===== config.mk =====
export PLATFORM = sky130hd
export DESIGN_NAME = wddl_mod_sub_seq
export DESIGN_NICKNAME = d
export VERILOG_FILES = /design/src/rtl/wddl_arith_pkg.sv /design/src/rtl/wddl_mod_sub_seq_sub.sv /design/src/rtl/wddl_mod_sub_seq.sv
export SDC_FILE = /design/constraint.sdc
export NUM_CORES = 1
export LEC_CHECK = 0
export ABC_AREA = 0
export BUFFER_PORTS_ARGS = -buffer_cell sky130_fd_sc_hd__buf_2
export CORE_UTILIZATION = 40
export CTS_CLUSTER_DIAMETER = 40
export DETAILED_ROUTE_END_ITERATION = 16
export PLACE_DENSITY = 0.63
export SYNTH_ARGS = -nofsm -noshare
export SYNTH_HDL_FRONTEND = slang
export SYNTH_SLANG_ARGS = --single-unit

===== constraint.sdc =====
create_clock -name clk -period 3.2 [get_ports clk]
set_input_delay 0.32 -clock clk [delete_from_list [all_inputs] [get_ports clk]]
set_output_delay 0.32 -clock clk [all_outputs]
set_load 0.05 [all_outputs]

===== src/rtl/wddl_arith_pkg.sv =====
// Shared definitions for the WDDL (dual-rail) modular arithmetic datapath:
// ML-KEM modulus, datapath width, sequencer states and the dual-rail pair type.
package wddl_arith_pkg;

    localparam int MLKEM_Q = 3329;
    localparam int WDDL_W  = 12;

    typedef enum logic [2:0] {
        IDLE     = 3'd0,
        PRE1     = 3'd1,
        EVAL_SUB = 3'd2,
        PRE2     = 3'd3,
        EVAL_COR = 3'd4,
        DONE     = 3'd5
    } wddl_state_e;

    // One dual-rail bit: t carries the value, f its complement; 0/0 is precharge.
    typedef struct packed {
        logic t;
        logic f;
    } dr_t;

endpackage


===== src/rtl/wddl_mod_sub_seq_sub.sv =====
// Combinational WDDL ripple adder of N dual-rail bits. Built only from
// positive (AND/OR) gates on the rails so an all-zero input wave yields an
// all-zero output wave. Subtraction is obtained at the instance by swapping
// the b rails and driving carry-in (1,0).
module subtractor_13_bit_WDDL #(
    parameter int N = 13
) (
    input  logic [N-1:0] a_t,
    input  logic [N-1:0] a_f,
    input  logic [N-1:0] b_t,
    input  logic [N-1:0] b_f,
    input  logic         cin_t,
    input  logic         cin_f,
    output logic [N-1:0] s_t,
    output logic [N-1:0] s_f
);

    logic [N-1:0] c_t;
    logic [N-1:0] c_f;

    assign c_t[0] = cin_t;
    assign c_f[0] = cin_f;

    genvar i;
    generate
        for (i = 0; i < N; i++) begin : g_fa
            logic p_t;
            logic p_f;
            // Dual-rail XOR of the operand bits
            assign p_t = (a_t[i] & b_f[i]) | (a_f[i] & b_t[i]);
            assign p_f = (a_t[i] & b_t[i]) | (a_f[i] & b_f[i]);
            // Dual-rail XOR with the incoming carry
            assign s_t[i] = (p_t & c_f[i]) | (p_f & c_t[i]);
            assign s_f[i] = (p_t & c_t[i]) | (p_f & c_f[i]);
            // Majority on each rail; the carry out of the top bit is not needed
            if (i < N - 1) begin : g_carry
                assign c_t[i+1] = (a_t[i] & b_t[i]) | (a_t[i] & c_t[i]) | (b_t[i] & c_t[i]);
                assign c_f[i+1] = (a_f[i] & b_f[i]) | (a_f[i] & c_f[i]) | (b_f[i] & c_f[i]);
            end
        end
    endgenerate

endmodule


===== src/rtl/wddl_mod_sub_seq.sv =====
// Sequential WDDL modular subtractor: res = (a - b) mod Q on complementary
// rails, with precharge cycles ahead of both evaluations.
// Optional build macro WDDL_RAIL_CHECK_EN enables the sticky rail_err
// complementarity monitor; without it rail_err is tied low.
module wddl_mod_sub_seq
    import wddl_arith_pkg::*;
#(
    parameter int Q = MLKEM_Q,
    parameter int W = WDDL_W
) (
    input  logic         clk,
    input  logic         rst_b,
    input  logic         in_valid,
    output logic         in_ready,
    input  logic [W-1:0] a,
    input  logic [W-1:0] b,
    output logic         out_valid,
    input  logic         out_ready,
    output logic [W-1:0] res,
    output logic [W-1:0] res_n,
    output logic         rail_err
);

    localparam logic [W-1:0] Q_BITS = W'(Q);

    wddl_state_e  state;
    logic [W-1:0] lat_a, lat_b;
    logic [W-1:0] op_at, op_af, op_bt, op_bf;
    logic [W-1:0] diff_t, diff_f;
    dr_t          bor;
    logic [W-1:0] res_t, res_f;
    logic [W:0]   sub_t, sub_f;
    logic [W-1:0] add_t, add_f;
    logic [W-1:0] cor_t, cor_f;
    logic         accept, out_fire;

    assign accept   = in_valid & in_ready;
    assign out_fire = out_valid & out_ready;

    // Sequencer with registered handshake outputs
    always_ff @(posedge clk or negedge rst_b) begin
        if (!rst_b) begin
            state     <= IDLE;
            in_ready  <= 1'b1;
            out_valid <= 1'b0;
        end else begin
            case (state)
                IDLE: if (accept) begin
                    state    <= PRE1;
                    in_ready <= 1'b0;
                end
                PRE1:     state <= EVAL_SUB;
                EVAL_SUB: state <= PRE2;
                PRE2:     state <= EVAL_COR;
                EVAL_COR: state <= DONE;
                DONE: if (out_fire) begin
                    out_valid <= 1'b0;
                    in_ready  <= 1'b1;
                    state     <= IDLE;
                end else begin
                    out_valid <= 1'b1;
                end
                default: begin
                    state     <= IDLE;
                    in_ready  <= 1'b1;
                    out_valid <= 1'b0;
                end
            endcase
        end
    end

    // Single-rail operand capture at the accept handshake
    always_ff @(posedge clk) begin
        if (accept) begin
            lat_a <= a;
            lat_b <= b;
        end
    end

    // Operand rails: 0/0 everywhere except during EVAL_SUB
    always_ff @(posedge clk or negedge rst_b) begin
        if (!rst_b) begin
            op_at <= '0; op_af <= '0; op_bt <= '0; op_bf <= '0;
        end else if (state == PRE1) begin
            op_at <= lat_a; op_af <= ~lat_a;
            op_bt <= lat_b; op_bf <= ~lat_b;
        end else begin
            op_at <= '0; op_af <= '0; op_bt <= '0; op_bf <= '0;
        end
    end

    // a is extended with a 1 so the top difference bit is the no-borrow flag;
    // b's rails are swapped to form ~b, carry-in (1,0) adds the +1.
    (* keep_hierarchy = "yes" *)
    subtractor_13_bit_WDDL #(.N(W + 1)) u_sub (
        .a_t   ({1'b1, op_at}),
        .a_f   ({1'b0, op_af}),
        .b_t   ({1'b1, op_bf}),
        .b_f   ({1'b0, op_bt}),
        .cin_t (1'b1),
        .cin_f (1'b0),
        .s_t   (sub_t),
        .s_f   (sub_f)
    );

    // Difference and borrow rails: cleared in IDLE/PRE1, captured in EVAL_SUB, held after
    always_ff @(posedge clk or negedge rst_b) begin
        if (!rst_b) begin
            diff_t <= '0;
            diff_f <= '0;
            bor    <= '0;
        end else if (state == EVAL_SUB) begin
            diff_t <= sub_t[W-1:0];
            diff_f <= sub_f[W-1:0];
            bor.t  <= sub_f[W];
            bor.f  <= sub_t[W];
        end else if (state == IDLE || state == PRE1) begin
            diff_t <= '0;
            diff_f <= '0;
            bor    <= '0;
        end
    end

    // Q-or-zero addend selected on the rails; zero bits still precharge via (t|f)
    assign add_t = Q_BITS & {W{bor.t}};
    assign add_f = (Q_BITS & {W{bor.f}}) | (~Q_BITS & {W{bor.t | bor.f}});

    (* keep_hierarchy = "yes" *)
    subtractor_13_bit_WDDL #(.N(W)) u_cor (
        .a_t   (diff_t),
        .a_f   (diff_f),
        .b_t   (add_t),
        .b_f   (add_f),
        .cin_t (1'b0),
        .cin_f (1'b1),
        .s_t   (cor_t),
        .s_f   (cor_f)
    );

    // Result rails: loaded from the correction adder, held in DONE, precharged otherwise
    always_ff @(posedge clk or negedge rst_b) begin
        if (!rst_b) begin
            res_t <= '0;
            res_f <= '0;
        end else if (state == EVAL_COR) begin
            res_t <= cor_t;
            res_f <= cor_f;
        end else if (state != DONE || out_fire) begin
            res_t <= '0;
            res_f <= '0;
        end
    end

    assign res   = res_t;
    assign res_n = res_f;

`ifdef WDDL_RAIL_CHECK_EN
    logic viol;

    // Pairs must be complementary while evaluated/held and 0/0 while precharged
    always_comb begin
        viol = 1'b0;
        case (state)
            PRE1:     viol = |{op_at, op_af, op_bt, op_bf, diff_t, diff_f, bor.t, bor.f};
            EVAL_SUB: viol = ~&(op_at ^ op_af) | ~&(op_bt ^ op_bf);
            PRE2:     viol = |{res_t, res_f};
            EVAL_COR: viol = ~&(diff_t ^ diff_f) | ~(bor.t ^ bor.f);
            DONE:     viol = ~&(diff_t ^ diff_f) | ~(bor.t ^ bor.f) | ~&(res_t ^ res_f);
            default:  viol = 1'b0;
        endcase
    end

    // Sticky error flag, cleared only by reset
    always_ff @(posedge clk or negedge rst_b) begin
        if (!rst_b) rail_err <= 1'b0;
        else if (viol) rail_err <= 1'b1;
    end
`else
    assign rail_err = 1'b0;
`endif

endmodule


==> results.sh <==
export IMPL_status="finished, final reports clean"
export IMPL_place_area_sq_um=7360
export IMPL_async_reset_ff_frac=0.811
export IMPL_p_leak_nw=3.58
export IMPL_die_w_um=130
export IMPL_maxCapViolCount=0
export IMPL_synth_seq_area_share=0.501
export IMPL_power_density_nw_per_um2=624
export IMPL_fin_cells=950
export IMPL_rows=46
export IMPL_drtIter0Drc=272
export IMPL_yosysTopAreaCell="dfrtp_1"
export IMPL_drv_slew=0
export IMPL_synth_area_per_cell_sq_um=11.3
export IMPL_grt_pass1_wl_um=22600
export IMPL_routed_via_density=5.17
export IMPL_die_h_um=130
export IMPL_syn_instance_count=582
export IMPL_grt_pass1_vias=4586
export IMPL_wl_per_cell_um=14.1
export IMPL_io_buffers=53
export IMPL_nets=749
export IMPL_grt_max_degree=89
export IMPL_utilization=0.501
export IMPL_cts_inserted_buffers=17
export IMPL_relSlewSlack=0.289
export IMPL_postLayoutSetupSlackWorst_ns=0.0247
export IMPL_end_kind="flop"
export IMPL_wl_um=13400
export IMPL_clock_latency_ns=0.41
export IMPL_irDropWorstVdd_mv=0.549
export IMPL_drive_gt1_frac=0.226
export IMPL_synth_commonest_cells="102 x dfrtp_1, 88 x a22o_1, 66 x and2_1"
export IMPL_final_area_sq_um=8010
export IMPL_yosysMostFrequentCell="dfrtp_1"
export IMPL_grtUsageTotal=0.171
export IMPL_finClkSkew_ns=0.00516
export IMPL_nFillCells=1528
export IMPL_min_path_type="input pin to flop"
export IMPL_hold_buffers=0
export IMPL_dp_cells=916
export IMPL_synthFlopType="dfrtp_1"
export IMPL_dp_hpwl_um=9850
export IMPL_antenna_left=0
export IMPL_clk_pin_slew_worst_paths_ns=0.06
export IMPL_cp_data_arrival_time_ns=3.48
export IMPL_hold_viol_final=0
export IMPL_cts_sinks=127
export IMPL_antennaDiodeCount=0
export IMPL_timing_hold_ws_ns=0.0788
export IMPL_ios=55
export IMPL_initial_core_util=0.412
export IMPL_die_area_sq_um=17000
export IMPL_antenna_found_initial=0
export IMPL_synth_area_top_cells="dfrtp_1 39%, a22o_1 12%, edfxtp_1 11%"
export IMPL_ys_seq_elements=127
export IMPL_synth_top_area_share=0.387
export IMPL_seq_area_sq_um=3300
export IMPL_drc=0
export IMPL_cts_tree="done"
export IMPL_worst_pin_slew_ns=1.07
export IMPL_crit_required_ns=3.50
export IMPL_multi_input_area_sq_um=3280
export IMPL_drt_first_pass_iters=5
export IMPL_place_congestion=0.878
export IMPL_rsz0062_at_grt="yes"
export IMPL_htree_num_levels=4
export IMPL_setup_violations=0
export IMPL_max_clock_path_buffers=2
export IMPL_crit_type="flop to flop"
export IMPL_num_vias=4913
export IMPL_synth_cell_types=62
export IMPL_gr_total_overflow=0
export IMPL_cts_root_buffer="clkbuf_16"
export IMPL_period_share=0.992
export IMPL_pre_cts_ws_ns=-0.0640
export IMPL_synth_enable_flop_cells=24
export IMPL_yosys_warnings=0
export IMPL_startpoint_type="flop"
export IMPL_power_mw=5.00
export IMPL_fin_setup_tns_ns=0
export IMPL_area_growth_pct=21.5
export IMPL_fmax_ghz=0.315
export IMPL_netlist_area_sq_um=6590
export IMPL_placeableCoreArea_sq_um=16000
export IMPL_layout_min_cycle_time_ns=3.18
export IMPL_critPathMaxFanout=4
report_power, final:
part / switching (mW) / internal [mW] / total [mW]
sequential: 0.301 / 1.87 / 2.17
combinational: 0.569 / 0.334 / 0.903
clock: 0.719 / 1.21 / 1.93
total: 1.59 / 3.41 / 5.00
cells by family (layout without fill, tap and decap cells):
family	Yosys count	count (layout)	share of synthesized area
compound gates	218	218	0.272
xor+xnor	1	1	0.00133
fa+ha+maj	23	23	0.0359
buf+inv	48	133	0.0437
flops	127	127	0.501
mux	2	2	0.00304
other cells	2	69	0.00114
simple gates	161	161	0.142
layout make-up:
type,instances,area share
flip-flops and latches,127,0.412
clock buffers,19,0.0567
clock inverters,13,0.0192
well taps,216,0.0337
inverters,21,0.00984
repair buffers,80,0.0587
multi-input cells,474,0.410
routing by layer:
metal,up-vias,share of wire,GRT usage
li1,2458,-,-
met1,2342,0.49,0.232
met2,99,0.45,0.266
met3,14,0.038,0.0414
met4,0,0.017,0.0656
met5,-,0,0
registers in the layout, indices dropped and copies added, names as in the netlist, 3 cells and up:
name    flops
res        12
diff_f     12
res_n      12
op_bf      12
op_at      12
lat_a      12
op_af      12
lat_b      12
op_bt      12
state       3
diff_t     12
critical path: stages (launching register included):
cell      delay, ns
dfrtp_1        0.38
maj3_2         0.32
a221o_1        0.35
a31oi_2        0.16
buf_4          0.15
o21bai_1       0.09
a31o_2         0.24
a221o_1        0.36
maj3_2         0.35
o211a_1        0.24
o221ai_2       0.16
nand2_1        0.07
a22o_1         0.20
timing repair:
action,CTS,global route
gates resized for setup,5,6
gates cloned,0,0
setup buffers,1,1
setup endpoints to repair,5,7
pin swaps,5,5
endpoints found under the hold margin,0,0
final timing paths:
kind	slack [ns]	end	cells past startpoint	from
worst min-delay path	0.08	lat_b[11]	1	b[11]
worst max register to register	0.02	add_t[0]	12	op_bt[0]
worst max-delay path	0.02	add_t[0]	12	op_bt[0]
min in group asynchronous	0.11	res_n[4]	1	rst_b
max in group asynchronous	2.27	op_bt[9]	2	rst_b
worst min register to register	0.41	op_bf[11]	1	lat_b[11]
placed cells by master, fill, tap and decap left out, types with 3 or more instances in the layout:
cell type and n:
maj3_1 14, buf_2 52, a22o_1 88, a31oi_1 4
nor3_1 4, nand2_1 22, nor2_1 24, buf_4 28
o211a_1 3, inv_6 4, edfxtp_1 24, nor2_2 20
o211ai_1 3, or2_2 7, a211oi_1 3, clkbuf_16 18
and2_1 66, o22ai_1 17, nor3b_4 3, a22oi_1 17
dfrtp_1 102, or3_1 5, maj3_2 9, a221o_1 5
inv_1 21, o221ai_1 4, a32o_1 24, conb_1 69
clkinv_4 5, a21oi_1 14, o21ai_0 5
Power figures use the tool's default switching activity.
